--- src/rtl/contador_regressivo.sv ---
// contador_regressivo: two-digit BCD countdown timer with a one-cycle fim pulse at 00
// Ports: clk, reset_n (async, active-low), carga (load strobe), unid_preset[3:0] (BCD units, >9 clamps to 9),
//        dez_preset[1:0] (tens 0..3), pausa (only with CONTADOR_PAUSA_EN), unid[3:0], dez[1:0], ativo, fim.
// Parameter DIV: clk cycles per count tick (>= 2). Define CONTADOR_PAUSA_EN to add the pausa freeze input.
module contador_regressivo #(
  parameter int DIV = 50_000_000
) (
  input  logic       clk,
  input  logic       reset_n,
  input  logic       carga,
  input  logic [3:0] unid_preset,
  input  logic [1:0] dez_preset,
`ifdef CONTADOR_PAUSA_EN
  input  logic       pausa,
`endif
  output logic [3:0] unid,
  output logic [1:0] dez,
  output logic       ativo,
  output logic       fim
);
  localparam int PW = DIV > 2 ? $clog2(DIV) : 1;
  typedef enum logic [1:0] {OCIOSO, CONTANDO, FIM} state_t;
  state_t state;
  logic [PW-1:0] presc;
  logic hold, tick, zero_load, zero_next;
  logic [3:0] unid_load, unid_dec;
  logic [1:0] dez_dec;
`ifdef CONTADOR_PAUSA_EN
  assign hold = pausa;
`else
  assign hold = 1'b0;
`endif
  always_comb begin
    unid_load = unid_preset > 4'd9 ? 4'd9 : unid_preset;
    zero_load = unid_load == 4'd0 && dez_preset == 2'd0;
    tick      = presc == PW'(DIV - 1);
    unid_dec  = unid != 4'd0 ? unid - 4'd1 : 4'd9;
    dez_dec   = unid != 4'd0 ? dez : dez - 2'd1;
    zero_next = unid == 4'd1 && dez == 2'd0;
  end
  always_ff @(posedge clk or negedge reset_n) begin
    if (!reset_n) begin
      state <= OCIOSO;
      presc <= '0;
      unid  <= '0;
      dez   <= '0;
      ativo <= 1'b0;
      fim   <= 1'b0;
    end else if (carga) begin
      unid  <= unid_load;
      dez   <= dez_preset;
      presc <= '0;
      state <= zero_load ? FIM : CONTANDO;
      ativo <= !zero_load;
      fim   <= zero_load;
    end else begin
      case (state)
        CONTANDO: if (!hold) begin
          presc <= tick ? '0 : presc + PW'(1);
          if (tick) begin
            unid <= unid_dec;
            dez  <= dez_dec;
            if (zero_next) begin
              state <= FIM;
              ativo <= 1'b0;
              fim   <= 1'b1;
            end
          end
        end
        FIM: begin
          state <= OCIOSO;
          fim   <= 1'b0;
        end
        OCIOSO: ;
        default: state <= OCIOSO;
      endcase
    end
  end
endmodule

--- config.mk ---
export PLATFORM = sky130hd
export DESIGN_NAME = contador_regressivo
export DESIGN_NICKNAME = d
export VERILOG_FILES = /design/src/rtl/contador_regressivo.sv
export SDC_FILE = /design/constraint.sdc
export NUM_CORES = 1
export LEC_CHECK = 0
export ABC_CLOCK_PERIOD_IN_PS = 4050
export BUFFER_PORTS_ARGS = -buffer_cell sky130_fd_sc_hd__buf_2
export CORE_ASPECT_RATIO = 2
export CORE_MARGIN = 5
export CORE_UTILIZATION = 40
export DETAILED_ROUTE_END_ITERATION = 8
export GPL_ROUTABILITY_DRIVEN = 0
export PLACE_DENSITY_LB_ADDON = 0.3
export SLEW_MARGIN = 20
export SYNTH_ARGS = -nofsm -noshare
export SYNTH_HDL_FRONTEND = slang
export SYNTH_SLANG_ARGS = --single-unit
--- constraint.sdc ---
create_clock -name clk -period 4.05 [get_ports clk]
set_input_delay 0.2025 -clock clk [delete_from_list [all_inputs] [get_ports clk]]
set_output_delay 0.2025 -clock clk [all_outputs]
set_load 0.03 [all_outputs]
Word-level counts from Yosys, hierarchy flattened
Index checks and enable logic that the tools add are counted.
Widths: inputs -> output; s select.
- add/sub/neg operators: 3
- order comparisons: 1
- equal/unequal tests: 8
- muxes and demuxes: 25
- reductions and logical operators: 17
- operators by type and width (cell ; count):
    $mux 26 ; 3
    $add 26x1->26 const B ; 1
    $eq 26x26->1 const B ; 1
    $mux 4 ; 5
    $mux 2 ; 8
    $reduce_and 3->1 ; 4
    $mux 1 ; 7
    $logic_not 2->1 ; 3
    $ne 3x3->1 const B ; 2
    $reduce_bool 2->1 ; 3
    $eq 4x1->1 const B ; 1
    $gt 4x4->1 const B ; 1
    $logic_not 4->1 ; 1
    $ne 2x2->1 const B ; 2
    $pmux 2 s2 ; 1
    $reduce_bool 4->1 ; 1
    $sub 4x1->4 const B ; 1
    $reduce_bool 3->1 ; 1
    $eq 2x1->1 const B ; 1
    $eq 2x2->1 const B ; 1
    $logic_and 1x1->1 ; 2
    $pmux 1 s2 ; 1
    $reduce_and 2->1 ; 1
    $sub 2x1->2 const B ; 1
    $logic_not 1->1 ; 1
- register bits after elaboration: 36
- input port bits: 9
- output and inout bits: 8

Longest topological paths before layout
Gate-level depths: netlist of the first run.
- depth in word-level cells: 6
- gate-level depth with buffers: 7
- mapped depth without buffers: 6

Worst setup path after synthesis of the first run
Ideal clock, no wire load.
- path kind: register to register
- start point: register presc[0]
- end point: register presc[25]
- setup time: 0.083 ns
- arrival: 1.725 ns
- required time: 3.967 ns
- setup slack: 2.243 ns
- stages on the path, launching flop included: 7
- path buffers: 0
- clock period less this slack: 1.807 ns
- cell sequence: dfrtp_1 > ha_1 > and3_1 > and3_1 > a21oi_2 > or4b_1 > o21ai_0
- word-level cells in the longest chain between the ends: 4
- elaborated cells on any way between the ends: 5
- those cells by class: add/sub: 1; eq/ne: 1; mux: 3
- RTL lines (what ; line ; text):
    from (decl) ; 24 ; logic [PW-1:0] presc;
    from (signal assigned) ; 59 ; presc <= tick ? '0 : presc + PW'(1);
    $add 26x1->26 or $eq 26x26->1 (tied branches) ; 59, 36 ;
    $mux 26 * ; 59 ;
    $mux 26 * ; 57 ; case (state)
    $mux 26 * ; 49 ; end else if (carga) begin
Every way passes the cells marked *; elsewhere a longest branch is shown, timed or not. The select of a mux whose other input is x is not followed.
A chain may end at the register's enable or synchronous reset.

Final worst setup path of the first run
Ends and elaborated chain as after synthesis.

==> reports/results.txt, run 1 <==
Fin nets -> 266
RSZ-0062 raised after global routing -> false
Leak Pwr -> 0.987 nW
Hold-fix buffers, CTS -> 0
Initial antenna violation count -> 0
Syn avg cell area -> 8.97 µm²
DPL Wire Length -> 3.60 mm
PD cells -> 308 mW/mm²
Worst-path clk slew -> 0.07 ns
Slew HR -> 43.0%
Final slew viol count -> 0
Setup_tns -> 0 ns
Count of input and output buffers -> 16
Commonest non-fill, non-tap cells in the layout -> 36 x dfrtp_1, 26 x nand2_1, 16 x nand3_1, 16 x buf_2
Max cap viols -> 0
VDD IR-drop max -> 0.000260 V
Arrival @ worst endpoint -> 2.43 ns
Ys Warns -> 0
Diode count -> 0
Pwr Total -> 0.730 mW
Clock latency on the worst-skew pair -> 0.29 ns
Per-cell routed wire length -> 16.0 µm
First-pass GRT wire length -> 8.86 mm
Final hold violations -> 0
Top cells by area, synth -> dfrtp_1 42%, nand2_1 4.5%, a31oi_1 3.8%, nand3_1 3.7%, a21oi_1 3.2%
CTS tree -> built
I/O Pins -> 17
Non-filler cells, final -> 316
Starting density of the core -> 40.6%
Crit. End Element -> flop
Final min period -> 2.21 ns
Die W -> 62.0 µm
Final hold slack -> 0.00346 ns
Detail Route Antenna Nets -> 0
Area Growth Syn to Fin -> 9.73%
Vias/cell -> 5.97
H-tree levels -> 2
Beginning of the critical path -> presc[0]
Startpoint types -> flop
Hold Crit Class -> in -> async
Synth async-reset ratio -> 100%
Post-CTS Setup Repair Bufs -> 0
Cell taking the most area after synthesis -> dfrtp_1
GR Util All Layers -> 16.3%
Core Region -> 0.00533 mm²
Congestion Overflow GR -> 0
Worst R2R Start -> presc[0]
Seq cells post-synth -> 36
Dpl cells -> 308
Post-synth EDFFs -> 0
Top-area cell type share of the netlist area -> 41.7%
Critical Path RT -> 4.26 ns
DRC viols -> 0
Top_reg_cell synth -> dfrtp_1
Mapped cell area -> 0.00216 mm²
Reg2reg path depth -> 7
Period utilization -> 54.7%
Largest net degree at the start of global routing -> 37
Net Count, Synth -> 252
Total Wirelength -> 5.06 mm
Fmax -> 0.452 GHz
Final setup fails -> 0
Vias in the first global route -> 1873
Status -> complete, no violations
Clock skew -> 0.00309 ns
Sequential-to-total area share from yosys stat -> 41.7%
Pre-antenna DRT Iters -> 4
Most common cell after layout, fill and taps aside -> dfrtp_1
Measured slew at the worst slew-check pin -> 0.853 ns
Chip Height -> 114 µm
Netlist cell types -> 45
Cells after Synth -> 241
Crit-path max FO -> 33
Clock buffer depth -> 2
Layout cells sized above 1 -> 14.1%
CP Class -> reg -> reg
Util after Layout -> 44.5%
Sink Count -> 36
Initial drt markers -> 97
Num rows -> 38
CTS buffer count -> 5
Clock Tree Root -> clkbuf_8
Detailed-route via count -> 1885
Die area -> 0.00706 mm²
# resized after CTS -> 0
-- path summary, 6_finish.rpt --
check                       endpoint  slack, ns
max                        presc[25]       1.84
min                           dez[0]      0.003
max reg2reg                presc[25]       1.84
min reg2reg                presc[17]       0.48
max in group asynchronous  presc[13]       3.54
min in group clk              dez[0]       0.14
-- layout make-up --
type                            instances  area, µm²
Multi-Input combinational cell        192       1200
Timing Repair Buffer                   17       87.6
Clock buffer                            6       82.6
Tap cell                               60       75.1
Fill cell                             522       2950
Clock inverter                          2       10.0
Sequential cell                        36        901
Inverter                                3       11.3
-- metal layers --
metal | global-route usage (%) | up-vias | share of wire, %
met2 | 23.4 | 39 | 47
met3 | 2.83 | 14 | 2.7
met4 | 8.36 | 0 | 3.2
li1 | - | 924 | -
met5 | 0 | - | 0
met1 | 23.0 | 908 | 47
-- logic make-up after synthesis --
group	after synthesis	synth area share [%]
buffers and inverters	13	2.61
and+or+nand+nor	124	33.9
AOI/OAI and AO/OA	53	15.0
muxes	7	3.24
DFF	36	41.7
xor gates and xnor gates	6	2.43
adders and majority gates	2	1.16
-- power breakdown --
part           leakage [nW]  switching (mW)  internal (mW)
clock                0.0510           0.129          0.136
combinational         0.453          0.0592         0.0270
sequential            0.483         0.00989          0.369
total                 0.987           0.198          0.532
-- state kept, by name, indices dropped and copies added (netlist names) --
| signal | flops |
|---|---|
| dez | 2 |
| state | 2 |
| fim | 1 |
| ativo | 1 |
| unid | 4 |
| presc | 26 |
-- Yosys cell counts (all sizes together), types with 2 or more instances --
master / number
nand2: 26
nor3: 5
nand4: 7
or3: 3
nand3: 19
mux2i: 7
inv: 3
nand2b: 10
and2: 3
or4b: 2
clkbuf: 5
nor4: 7
nand3b: 2
xnor2: 2
and3: 10
o21ai: 13
a21oi: 15
or2: 2
nor2: 14
ha: 2
dfrtp: 36
xor2: 4
nor4b: 2
buf: 5
and4: 4
a31oi: 13
nor2b: 6
a41oi: 3
a22o: 2
-- through the flow --
step	worst slack, ns	area (µm²)
2_1_floorplan	2.24	2160
3_3_place_gp	1.94	2280
6_report	1.84	2370
5_1_grt	1.67	2370
4_1_cts	1.84	2370
3_5_place_dp	1.86	2280
-- critical path, cell delays in order, from the launching register on --
cell and delay (ns):
dfrtp_1 0.42, ha_1 0.24, and3_1 0.22, and3_1 0.19
a21oi_2 0.18, buf_4 0.34, or4b_1 0.46, o21ai_0 0.08
No activity file was read; power rests on OpenSTA's default activity.
==> run 2, diff against run 1 <==
--- a/config.mk
+++ b/config.mk
@@ -5,7 +5,7 @@
 export SDC_FILE = /design/constraint.sdc
 export NUM_CORES = 1
 export LEC_CHECK = 0
-export ABC_CLOCK_PERIOD_IN_PS = 4050
+export ABC_CLOCK_PERIOD_IN_PS = 2100
 export BUFFER_PORTS_ARGS = -buffer_cell sky130_fd_sc_hd__buf_2
 export CORE_ASPECT_RATIO = 2
 export CORE_MARGIN = 5
==> constraint.sdc (replaced) <==
create_clock -name clk -period 2.1 [get_ports clk]
set_input_delay 0.105 -clock clk [delete_from_list [all_inputs] [get_ports clk]]
set_output_delay 0.105 -clock clk [all_outputs]
set_load 0.03 [all_outputs]
==> run 2 against run 1 <==
  * Register-to-register slack worse by 1.7 ns
  * Routed wire length is 2.4% higher
  * Maximum frequency grew 15%
  * Worst hold slack better by 0.045 ns
  * Utilization grew 2.4 points
  * Power is 95% higher
  * Critical endpoint is now presc[22]
  * Largest power group unchanged
==> reports/results.txt, run 2 (synthesis results as in run 1) <==
Combinational Power Share -> 12.3%
Fin nets -> 280
HP Start -> dez_preset[0]
Critical Path RT -> 2.27 ns
Initial drt markers -> 116
Slew HR -> 45.8%
Status -> complete, no violations
Detailed-route via count -> 1944
Crit. End Element -> flop
Fraction of power spent switching nets -> 27.0%
Net Sw Power -> 0.384 mW
Hold Crit Class -> in -> reg
Chip Height -> 114 µm
WHS Endpoint -> dez[0]
Detail Route Antenna Nets -> 0
Total Wirelength -> 5.18 mm
Vias/cell -> 5.89
DPL Wire Length -> 3.68 mm
GR Util All Layers -> 15.9%
Max cap viols -> 0
Core Region -> 0.00533 mm²
I/O Pins -> 17
Count of input and output buffers -> 16
Clock power share -> 36.3%
Most common cell after layout, fill and taps aside -> dfrtp_1
H-tree levels -> 2
Initial antenna violation count -> 0
Area Growth Syn to Fin -> 15.6%
Final setup fails -> 0
Largest net degree at the start of global routing -> 37
Biggest regs -> presc x26, unid x4
Die area -> 0.00706 mm²
CTS tree -> built
Leak Pwr -> 1.06 nW
Startpoint types -> flop
Internal -> 1.04 mW
Arrival @ worst endpoint -> 2.09 ns
Clock skew -> 0.00961 ns
Reg2reg path depth -> 5
Fmax -> 0.521 GHz
Per-cell routed wire length -> 15.7 µm
DRC viols -> 0
RSZ-0062 raised after global routing -> false
Die W -> 62.0 µm
Flop pwr share -> 51.4%
Worst-path clk slew -> 0.07 ns
CTS buffer count -> 5
First-pass GRT wire length -> 8.58 mm
Commonest non-fill, non-tap cells in the layout -> 36 x dfrtp_1, 26 x nand2_1, 16 x buf_2
Layout cells sized above 1 -> 18.9%
Pre-antenna DRT Iters -> 4
Clock Tree Root -> clkbuf_8
Max FFs per register -> 26
Measured slew at the worst slew-check pin -> 0.813 ns
Starting density of the core -> 40.6%
VDD IR-drop max -> 0.000409 V
Clock latency on the worst-skew pair -> 0.29 ns
Pwr Total -> 1.42 mW
Vias in the first global route -> 1844
PD cells -> 569 mW/mm²
Crit-path max FO -> 6
Diode count -> 0
Clock buffer depth -> 2
Final slew viol count -> 0
Final min period -> 1.92 ns
Hold Crit Depth -> 3
Final hold violations -> 0
Sink Count -> 36
Number of fill cells -> 523
Num rows -> 38
Period utilization -> 91.4%
Final hold slack -> 0.0489 ns
R2R Setup Slk -> 0.18 ns
Biggest register -> presc
CP Class -> reg -> reg
Beginning of the critical path -> presc[18]
Congestion Overflow GR -> 0
Worst R2R Start -> presc[18]
Setup_tns -> 0 ns
FF-to-FF End -> presc[22]
[run 2: repair_timing]
action                                 in CTS  in global routing
setup buffers                               0                  4
resized for setup                           0                  4
hold buffers                                1                  0
endpoints found under the hold margin      36                  0
setup endpoints to repair                   0                 10
[run 2: metrics by stage]
stage               cell area, µm²  cells  setup slack [ns]  utilization (%)
global route                  2500    330            0.0383             46.9
finish                        2500    330             0.182             46.9
global placement              2350    317            0.0808             44.1
CTS                           2450    326            0.0683             45.9
floorplan                     2160    241             0.293                -
detailed placement            2350    317            0.0709             44.1
[run 2: worst max-delay path by stage]
stage	to	cells past startpoint
floorplan	presc[25]	6
global placement	fim	5
detailed placement	unid[2]	5
CTS	unid[2]	5
global route	presc[22]	5
finish	presc[22]	5
[run 2: layer usage]
layer,GRT usage [%],share of wire [%],wire length (µm)
met4,7.37,2.2,112
met2,23.5,49,2560
met5,0,0,0
met3,2.49,2.7,138
met1,22.3,46,2360
[run 2: cell type report]
cell class	instances	area, µm²	share of cell area [%]
clock buffers	8	90.1	3.61
well taps	60	75.1	3.01
multi-input cells	192	1220	49.0
flip-flops and latches	36	901	36.1
repair buffers	31	195	7.82
inverters	3	11.3	0.451
[run 2: power groups by stage]
stage                     clock network [mW]  registers (mW)  logic [mW]
final                                  0.516           0.731       0.175
after floorplan                            0           0.765      0.0857
after CTS                              0.522           0.730       0.176
after global routing                   0.554           0.733       0.196
after global placement                     0           0.742       0.169
after detailed placement                   0           0.743       0.174
[run 2: worst max-delay path: stages (launching register included)]
cell	delay [ns]
dfrtp_1	0.45
or4b_2	0.69
nor3_1	0.18
nand4_1	0.19
o22ai_1	0.20
o32ai_1	0.09
==> run 3, diff against run 2 <==
--- a/config.mk
+++ b/config.mk
@@ -9,7 +9,7 @@
 export BUFFER_PORTS_ARGS = -buffer_cell sky130_fd_sc_hd__buf_2
 export CORE_ASPECT_RATIO = 2
 export CORE_MARGIN = 5
-export CORE_UTILIZATION = 40
+export CORE_UTILIZATION = 58
 export DETAILED_ROUTE_END_ITERATION = 8
 export GPL_ROUTABILITY_DRIVEN = 0
 export PLACE_DENSITY_LB_ADDON = 0.3
==> run 3 against run 2 <==
  * Count of clock-buffer cells in the layout shrank 3
  * Critical endpoint is now presc[14]
  * Clock power grew 20%
  * Register-to-register slack lost 0.04 ns
  * Largest power group unchanged
  * Cell count shrank 2.7%
  * Worst setup slack lost 0.045 ns
  * Die area shrank 27%
  * Sequential power is essentially flat
  * First-iteration DRC count shrank 49%
  * Global-route usage grew 9.3 points
  * Worst hold slack lost 0.020 ns
  * Routed wire length grew 8.1%
==> reports/results.txt, run 3 (synthesis results as in run 1) <==
Busiest grt layer -> met2
Final min period -> 1.96 ns
Max FFs per register -> 26
Per-cell routed wire length -> 17.4 µm
Largest net degree at the start of global routing -> 37
Chip Height -> 96.3 µm
Crit-path max FO -> 18
Max cap viols -> 0
I/O Pins -> 17
DRC viols -> 0
GRT met3 Usage -> 4.19%
CTS buffer count -> 5
Biggest register -> presc
Initial antenna violation count -> 0
Area Growth Syn to Fin -> 16.3%
Util after Layout -> 69.7%
Hold Crit Class -> in -> reg
Clock skew -> 0.0104 ns
Diode count -> 0
Leak Pwr -> 1.07 nW
Die area -> 0.00512 mm²
Most common cell after layout, fill and taps aside -> dfrtp_1
Flop pwr share -> 47.8%
VDD IR-drop max -> 0.000496 V
Slew HR -> 45.3%
Internal -> 1.12 mW
CP Class -> reg -> reg
Measured slew at the worst slew-check pin -> 0.821 ns
Clock power share -> 40.5%
Clock Tree Root -> clkbuf_8
Pre-CTS setup slack -> -0.0334 ns
Final hold slack -> 0.0293 ns
Fin nets -> 282
Crit. End Element -> flop
Combinational Power Share -> 11.7%
Vias in the first global route -> 2003
PD cells -> 607 mW/mm²
Congestion Overflow GR -> 0
Core Region -> 0.00361 mm²
CTS tree -> built
Fraction of power spent switching nets -> 26.4%
R2R Setup Slk -> 0.14 ns
Arrival @ worst endpoint -> 2.17 ns
Pre-antenna DRT Iters -> 4
Count of input and output buffers -> 16
Post-DP Area -> 0.00237 mm²
Commonest non-fill, non-tap cells in the layout -> 36 x dfrtp_1, 26 x nand2_1, 16 x buf_2, 16 x buf_4, 15 x nand3_1
Initial drt markers -> 59
Total Wirelength -> 5.59 mm
Clock latency on the worst-skew pair -> 0.29 ns
Met2 GRT Util -> 45.6%
Worst-path clk slew -> 0.08 ns
Startpoint types -> flop
Detailed-route via count -> 2019
Clock buffer depth -> 2
Critical Path RT -> 2.31 ns
Starting density of the core -> 59.9%
Met1 Use GR -> 24.7%
Biggest regs -> presc x26, unid x4
Final worst slack -> 0.137 ns
Net Sw Power -> 0.403 mW
Die W -> 53.2 µm
Vias/cell -> 6.29
Fmax -> 0.509 GHz
First-pass GRT wire length -> 9.32 mm
Sink Count -> 36
DPL Wire Length -> 4.08 mm
Period utilization -> 93.5%
Status -> complete, no violations
GR Util All Layers -> 25.2%
Setup_tns -> 0 ns
Final slew viol count -> 0
Detail Route Antenna Nets -> 0
Final Cell Area -> 0.00251 mm²
H-tree levels -> 2
Final setup fails -> 0
Layout cells sized above 1 -> 19.9%
Final hold violations -> 0
Num rows -> 31
[run 3: cell types whose count changed in the layout (fill, tap and decap cells not counted), sizes merged]
cell,change
buf,+2
clkbuf,-3
bufinv,+1
clkinvlp,+1
clkinv,+1
[run 3: final timing paths]
kind	start	end	cells past startpoint
max	presc[0]	presc[14]	7
min	dez_preset[0]	dez[0]	3
max reg2reg	presc[0]	presc[14]	7
min reg2reg	presc[17]	presc[17]	1
max in group asynchronous	reset_n	presc[1]	2
min in group asynchronous	reset_n	presc[20]	2
[run 3: area by class of cell]
class,count,area [µm²]
clock buffers,5,68.8
clock inverters,3,42.5
fillers,296,1090
inverters,3,11.3
multi-input cells,192,1220
flip-flops and latches,36,901
well taps,49,61.3
repair buffers,33,210
[run 3: routing by layer]
layer	wire [µm]	part of all wire, %	up-vias
met5	0	0	-
met4	321	5.7	0
met3	273	4.9	20
met2	3020	54	68
met1	1980	35	977
li1	-	-	954
[run 3: power groups by stage]
stage                     Sequential [mW]  Combinational (mW)  Clock, mW
after floorplan                     0.765              0.0857          0
after global placement              0.743               0.175          0
after detailed placement            0.744               0.177          0
after CTS                           0.730               0.179      0.627
after global routing                0.733               0.198      0.657
final                               0.730               0.179      0.618
[run 3: what timing repair did]
item	in CTS	in global routing
gates resized for setup	1	2
gates cloned	0	0
pin swaps	0	1
setup endpoints to repair	1	9
hold buffers	1	0
setup buffers	0	1
endpoints found under the hold margin	36	0
[run 3: stage by stage]
step                cells  total power [mW]
global route          321              1.59
detailed placement    311             0.921
global placement      311             0.919
CTS                   320              1.54
finish                321              1.53
floorplan             241             0.850
[run 3: critical path, stage by stage (launching register included)]
cell and delay [ns]:
dfrtp_1 0.43, ha_1 0.25, and3_1 0.24, and3_1 0.21, a21oi_2 0.18, buf_4 0.25
a41oi_1 0.14, a31oi_1 0.17
